File: config.mk
export PLATFORM = sky130hd
export DESIGN_NAME = fpu_normalize_round
export DESIGN_NICKNAME = d
export VERILOG_FILES = /design/src/rtl/fpu_pkg.sv /design/src/rtl/fpu_round_ne.sv /design/src/rtl/fpu_normalize_round.sv
export SDC_FILE = /design/constraint.sdc
export NUM_CORES = 1
export LEC_CHECK = 0
export BUFFER_PORTS_ARGS = -buffer_cell sky130_fd_sc_hd__clkbuf_2
export CAP_MARGIN = 10
export CORE_MARGIN = 3
export CORE_UTILIZATION = 47
export CTS_BUF_LIST = sky130_fd_sc_hd__clkbuf_8
export DETAILED_ROUTE_END_ITERATION = 10
export GPL_ROUTABILITY_DRIVEN = 0
export HOLD_SLACK_MARGIN = 0.12
export PLACE_DENSITY_LB_ADDON = 0.2
export SETUP_SLACK_MARGIN = 0.05
export SYNTH_ARGS = -nofsm -noshare
export SYNTH_HDL_FRONTEND = slang
export SYNTH_SLANG_ARGS = --single-unit
export TNS_END_PERCENT = 30
File: constraint.sdc
create_clock -name clock -period 5.5 [get_ports clock]
set_input_delay 0 -clock clock [delete_from_list [all_inputs] [get_ports clock]]
set_output_delay 0 -clock clock [all_outputs]
set_load 0.05 [all_outputs]
File: src/rtl/fpu_pkg.sv
// Shared definitions for the fpu normalise/round/pack stage.
package fpu_pkg;

    localparam int EXP_WIDTH  = 8;
    localparam int FRAC_WIDTH = 23;
    localparam int BIAS       = 127;
    localparam int EXP_MAX    = 255;

    // Extended mantissa layout: {carry, hidden, fraction, G, R, S}
    localparam int MANT_WIDTH = FRAC_WIDTH + 5;
    localparam int CARRY      = FRAC_WIDTH + 4;
    localparam int HIDDEN     = FRAC_WIDTH + 3;
    localparam int G          = 2;
    localparam int R          = 1;
    localparam int S          = 0;

    typedef enum logic [1:0] {
        IDLE,
        NORM,
        ROUND,
        DONE
    } state_t;

endpackage

File: src/rtl/fpu_round_ne.sv
// Round-to-nearest-even on a normalised significand with guard/round/sticky bits.
module fpu_round_ne
    import fpu_pkg::*;
#(
    parameter int FRAC_WIDTH = fpu_pkg::FRAC_WIDTH
) (
    input  logic                  hidden,
    input  logic [FRAC_WIDTH-1:0] frac,
    input  logic                  g,
    input  logic                  r,
    input  logic                  s,
    output logic [FRAC_WIDTH-1:0] frac_out,
    output logic                  carry_out,
    output logic                  inexact
);

    logic up;

    // Only a normalised significand (hidden set) is ever rounded upward.
    assign up = hidden & g & (r | s | frac[0]);

    // Carry-out of the fraction means the significand rolled over to 2.0.
    assign {carry_out, frac_out} = {1'b0, frac} + {{FRAC_WIDTH{1'b0}}, up};

    assign inexact = g | r | s;

endmodule

File: src/rtl/fpu_normalize_round.sv
// Iterative normalise / round / pack stage following the fpu add/sub datapath.
// One left shift per NORM cycle; valid/ready handshake on input and output.
module fpu_normalize_round
    import fpu_pkg::*;
#(
    parameter int EXP_WIDTH  = fpu_pkg::EXP_WIDTH,
    parameter int FRAC_WIDTH = fpu_pkg::FRAC_WIDTH
) (
    input  logic                              clock,
    input  logic                              reset,
    input  logic                              in_valid,
    output logic                              in_ready,
    input  logic                              in_sign,
    input  logic signed [EXP_WIDTH+1:0]       in_exponent,
    input  logic [FRAC_WIDTH+4:0]             in_mantissa,
    output logic                              out_valid,
    input  logic                              out_ready,
    output logic [EXP_WIDTH+FRAC_WIDTH:0]     result,
    output logic                              overflow,
    output logic                              underflow,
    output logic                              inexact
);

    localparam int MW     = FRAC_WIDTH + 5;
    localparam int TOP    = MW - 1;
    localparam int HID    = MW - 2;
    // One headroom bit beyond the input width so exp+1 from 511 cannot wrap.
    localparam int IW     = EXP_WIDTH + 3;

    localparam logic signed [IW-1:0] EXP_ZERO = '0;
    localparam logic signed [IW-1:0] EXP_ONE  = IW'(1);
    localparam logic signed [IW-1:0] EXP_TOP  = IW'((1 << EXP_WIDTH) - 1);

    localparam logic [EXP_WIDTH+FRAC_WIDTH-1:0] MAG_ZERO = '0;
    localparam logic [EXP_WIDTH-1:0]            EXP_ONES = '1;
    localparam logic [FRAC_WIDTH-1:0]           FRAC_ZERO = '0;

    state_t                  state;
    logic                    sign_q;
    logic signed [IW-1:0]    exp_q;
    logic [MW-1:0]           mant_q;

    logic signed [IW-1:0]    in_exp_ext;
    logic signed [IW-1:0]    exp_rnd;
    logic [FRAC_WIDTH-1:0]   rnd_frac;
    logic                    rnd_carry;
    logic                    rnd_inexact;

    assign in_exp_ext = {in_exponent[EXP_WIDTH+1], in_exponent};
    assign in_ready   = (state == IDLE);
    assign out_valid  = (state == DONE);

    fpu_round_ne #(
        .FRAC_WIDTH (FRAC_WIDTH)
    ) u_round (
        .hidden    (mant_q[HID]),
        .frac      (mant_q[HID-1:3]),
        .g         (mant_q[G]),
        .r         (mant_q[R]),
        .s         (mant_q[S]),
        .frac_out  (rnd_frac),
        .carry_out (rnd_carry),
        .inexact   (rnd_inexact)
    );

    assign exp_rnd = exp_q + (rnd_carry ? EXP_ONE : EXP_ZERO);

    // Control FSM with the normalising shifter and registered result/flags.
    always_ff @(posedge clock) begin
        if (!reset) begin
            state     <= IDLE;
            result    <= '0;
            overflow  <= 1'b0;
            underflow <= 1'b0;
            inexact   <= 1'b0;
        end else begin
            case (state)
                IDLE: begin
                    if (in_valid) begin
                        sign_q <= in_sign;
                        exp_q  <= in_exp_ext;
                        mant_q <= in_mantissa;
                        if (in_mantissa == '0) begin
                            result    <= {in_sign, MAG_ZERO};
                            overflow  <= 1'b0;
                            underflow <= 1'b0;
                            inexact   <= 1'b0;
                            state     <= DONE;
                        end else if (in_exp_ext <= EXP_ZERO) begin
                            result    <= {in_sign, MAG_ZERO};
                            overflow  <= 1'b0;
                            underflow <= 1'b1;
                            inexact   <= 1'b1;
                            state     <= DONE;
                        end else begin
                            state <= NORM;
                        end
                    end
                end
                NORM: begin
                    if (mant_q[TOP]) begin
                        // Right shift keeps the dropped bit alive in sticky.
                        mant_q <= {1'b0, mant_q[TOP:2], mant_q[R] | mant_q[S]};
                        exp_q  <= exp_q + EXP_ONE;
                        state  <= ROUND;
                    end else if (mant_q[HID]) begin
                        state <= ROUND;
                    end else if (exp_q > EXP_ONE) begin
                        mant_q <= {mant_q[TOP-1:0], 1'b0};
                        exp_q  <= exp_q - EXP_ONE;
                    end else begin
                        result    <= {sign_q, MAG_ZERO};
                        overflow  <= 1'b0;
                        underflow <= 1'b1;
                        inexact   <= 1'b1;
                        state     <= DONE;
                    end
                end
                ROUND: begin
                    if (exp_rnd >= EXP_TOP) begin
                        result    <= {sign_q, EXP_ONES, FRAC_ZERO};
                        overflow  <= 1'b1;
                        underflow <= 1'b0;
                        inexact   <= 1'b1;
                    end else begin
                        result    <= {sign_q, exp_rnd[EXP_WIDTH-1:0], rnd_frac};
                        overflow  <= 1'b0;
                        underflow <= 1'b0;
                        inexact   <= rnd_inexact;
                    end
                    state <= DONE;
                end
                DONE: begin
                    if (out_ready) begin
                        state <= IDLE;
                    end
                end
                default: state <= IDLE;
            endcase
        end
    end

endmodule

==> results.ini <==
[power]
power.internal_mw = 1.338
seqPwrFrac_pct = 39.0
peakVddDrop_v = 0.0001769
p_sw_share_pct = 43.34
switching_power_mw = 1.024
share_comb_of_total_power_pct = 41.3
clockPowerShare_pct = 19.7
power_density_nw_per_um2 = 421.5
power_leakage_nw = 2.207

[sta]
slew_viol_final = 0
clock_skew_ns = 0.01283
holdWs_ns = 0.1649
min_period_over_period_pct = 79.48
period_needed_ns = 4.371
worst_pin_slew_ns = 1.009
rsz0062_at_grt = false
relSlewSlack_pct = 32.76
max_clock_freq_mhz = 228.8
setup_viol = 0
hold_viol = 0
setup_tns_ns = 0

[place]
hpwl_microns = 8603
portBuffers = 79

[floorplan]
row_count = 35
die_y_microns = 104.9
initial_core_util_pct = 49.09
die_w_microns = 104.9
coreArea_sq_um = 9371
die_area_sq_um = 11010
ioPinCount = 80

[routing]
drt-met1-wl_microns = 5802
wirelength_microns = 12300
met2_length_microns = 5401
vias_per_cell = 5.897
ant_nets = 0
top_layer_used = met4
dr_total_vias = 4175
wl_per_cell_microns = 17.38
drt_iter0_drc = 292
firstDrtPassIters = 5
drc = 0
met3WireLength_microns = 775

[layout]
area_delta_synth_final_pct = 21.81
diodes = 0
multi_input_area_sq_um = 2401
fin_nets = 628
drive_above_1_share_pct = 24.35
final_util_pct = 59.80
register_area_sq_um = 1942
fillers = 866

[cts]
cts.sink_count = 77
clock_latency_ns = 0.36
cts_resized = 0
cts_tree = built
cts_buffers = 9
cts.root.buffer_cell = clkbuf_8
clk_pin_slew_ns = 0.09
cts_max_level = 3
cts_buffer_depth = 2

[min_path]
hold_path_class = in2reg
whs_path_depth = 5
min_to = state[0]$_SDFFE_PN0P_
worstHoldStart = out_ready

[global_route]
grt.total_usage_pct = 22.84
overflow = 0
antenna_found_initial = 0
grt_pass1_vias = 3961
grt_pass1_wl_microns = 20420
grt_start_max_net_pins = 45

[critical_path]
critical_path_class = reg2reg
worstPathRequired_ns = 5.73
cp-end-kind = register
rrSetupSlack_ns = 1.13
crit_path_start_kind = register
path_cells = nand3_1 > nor4_2 > nand3_1 > nor3_1 > ha_1 > ha_1 > xor2_1 > nand4_1 > or2_2 > o31ai_4 > a311o_2 > o21ai_2
path_buf_inv = 0
cp_max_fo = 20
r2r_start = mant_q[26]$_DFFE_PP_
critPathTopFamily = simple AND/OR/NAND/NOR gates
rr_endpoint = result[7]$_SDFFE_PN0P_
rr_worst_depth = 12
slowest_delay_ns = 0.70
cp_slowest_cell = a311o_2
arrival_ns = 4.60

[synth]
syn_area_per_cell_sq_um = 9.789
ys_async_sr_fraction_pct = 0
synthesis.nets = 524
synthCells = 470
ys_ff_latch = 77
synth_cell_types = 61
ys_seq_area_share_pct = 42.21
synth_warnings = 0
synth_edf_count = 40
syn_area_sq_um = 4601
synth_ff_type = edfxtp_1

[run_status]
status = finished clean

[flow_run]
drv_cap = 0

## routing by layer
metal | up-vias | GRT usage, %
met2 | 189 | 33.73
met4 | 0 | 8.716
met1 | 1980 | 33.86
li1 | 1982 | -
met3 | 24 | 3.027
met5 | - | 0
## synth_stat cells, drive strengths merged (8+ instances only)
master  instances  area (sq um)
and3           33         209.0
nor3           14         70.07
nand3          21         105.1
o21ai          29         220.2
clkbuf         24         142.6
nand2          48         182.7
edfxtp         40          1201
dfxtp          37         740.7
xor2           16         140.1
nor2           26         97.59
nor4           14         108.9
inv            12         45.04
a221o          24         240.2
ha             11         137.6
nand4          10         62.56
xnor2          21         183.9
buf             8         70.06
a21oi          21         108.9
## power groups by stage
stage	clock [mW]	combinational (mW)	sequential, mW
after floorplan	0	0.692	0.954
after global placement	0	0.927	0.923
after detailed placement	0	0.943	0.927
after CTS	0.474	0.971	0.915
after global routing	0.494	1.07	0.938
final	0.466	0.975	0.921
## placed cells by master, fill, tap and decap left out, types with 4 or more instances in the layout
cell type	synthesis	layout
nor2_1	26	26
mux2_2	7	7
nand2_1	47	47
a311oi_1	4	4
o21ai_0	8	8
nand4_1	10	10
nor3_1	14	14
a21oi_1	20	20
buf_4	2	5
o21ai_2	20	20
ha_1	11	11
clkbuf_8	5	9
and3_1	31	31
xnor2_1	21	21
clkbuf_2	2	79
a22oi_1	4	4
nor4_1	12	12
nor2b_1	5	5
dlygate4sd3_1	0	41
inv_1	12	12
xor2_1	16	16
edfxtp_1	40	40
a221o_1	24	24
dfxtp_1	37	37
nand3_1	21	21
## logic make-up after synthesis
family | Yosys count | synth area share (%)
and+or+nand+nor | 186 | 21.24
AOI/OAI and AO/OA | 107 | 18.98
DFF | 77 | 42.21
buffers and inverters | 44 | 5.602
xor gates and xnor gates | 37 | 7.044
adders and majority gates | 11 | 2.992
muxes | 8 | 1.931
## worst max path at each step
stage	startpoint	to	cells after the start
detailed placement	mant_q[26]$_DFFE_PP_	result[3]$_SDFFE_PN0P_	12
floorplan	mant_q[26]$_DFFE_PP_	result[1]$_SDFFE_PN0P_	12
global placement	mant_q[26]$_DFFE_PP_	result[3]$_SDFFE_PN0P_	12
finish	mant_q[26]$_DFFE_PP_	result[7]$_SDFFE_PN0P_	12
global route	mant_q[26]$_DFFE_PP_	result[2]$_SDFFE_PN0P_	12
CTS	mant_q[26]$_DFFE_PP_	result[4]$_SDFFE_PN0P_	12
## metrics by stage
stage	total power [mW]	cells	worst slack [ns]	cell area (sq um)
floorplan	1.646	470	2.161	4601
global placement	1.850	651	1.390	4982
detailed placement	1.870	651	1.138	4982
CTS	2.360	708	1.135	5604
global route	2.498	708	0.8129	5604
finish	2.362	708	1.129	5604
## state kept, by name, summed over array words and instances, names as in the netlist
signal / count
result: 32
mant_q: 28
sign_q: 1
inexact: 1
overflow: 1
state: 2
exp_q: 11
underflow: 1
## layout make-up
type,instances,share of cell area (%)
multi-input combinational,349,42.84
timing repair buffer,125,15.05
clock buffer,9,2.210
clock inverter,7,1.563
sequential,77,34.65
inverter,12,0.8038
tap,129,2.880
## repair_timing
action                                  4_1_cts  5_1_grt
setup buffers                                 0        0
endpoints found under the setup margin        0        0
hold endpoints to repair                     47        0
hold buffers                                 41        0
## worst register-to-register path, delay by kind of cell, from the launching register on
kind	cells	cell delay, ns
fa+ha+maj	2	0.50
flops	1	0.47
xor+xnor	1	0.22
compound gates	3	1.11
simple gates	6	1.95
(Power assumes the default switching activity.)
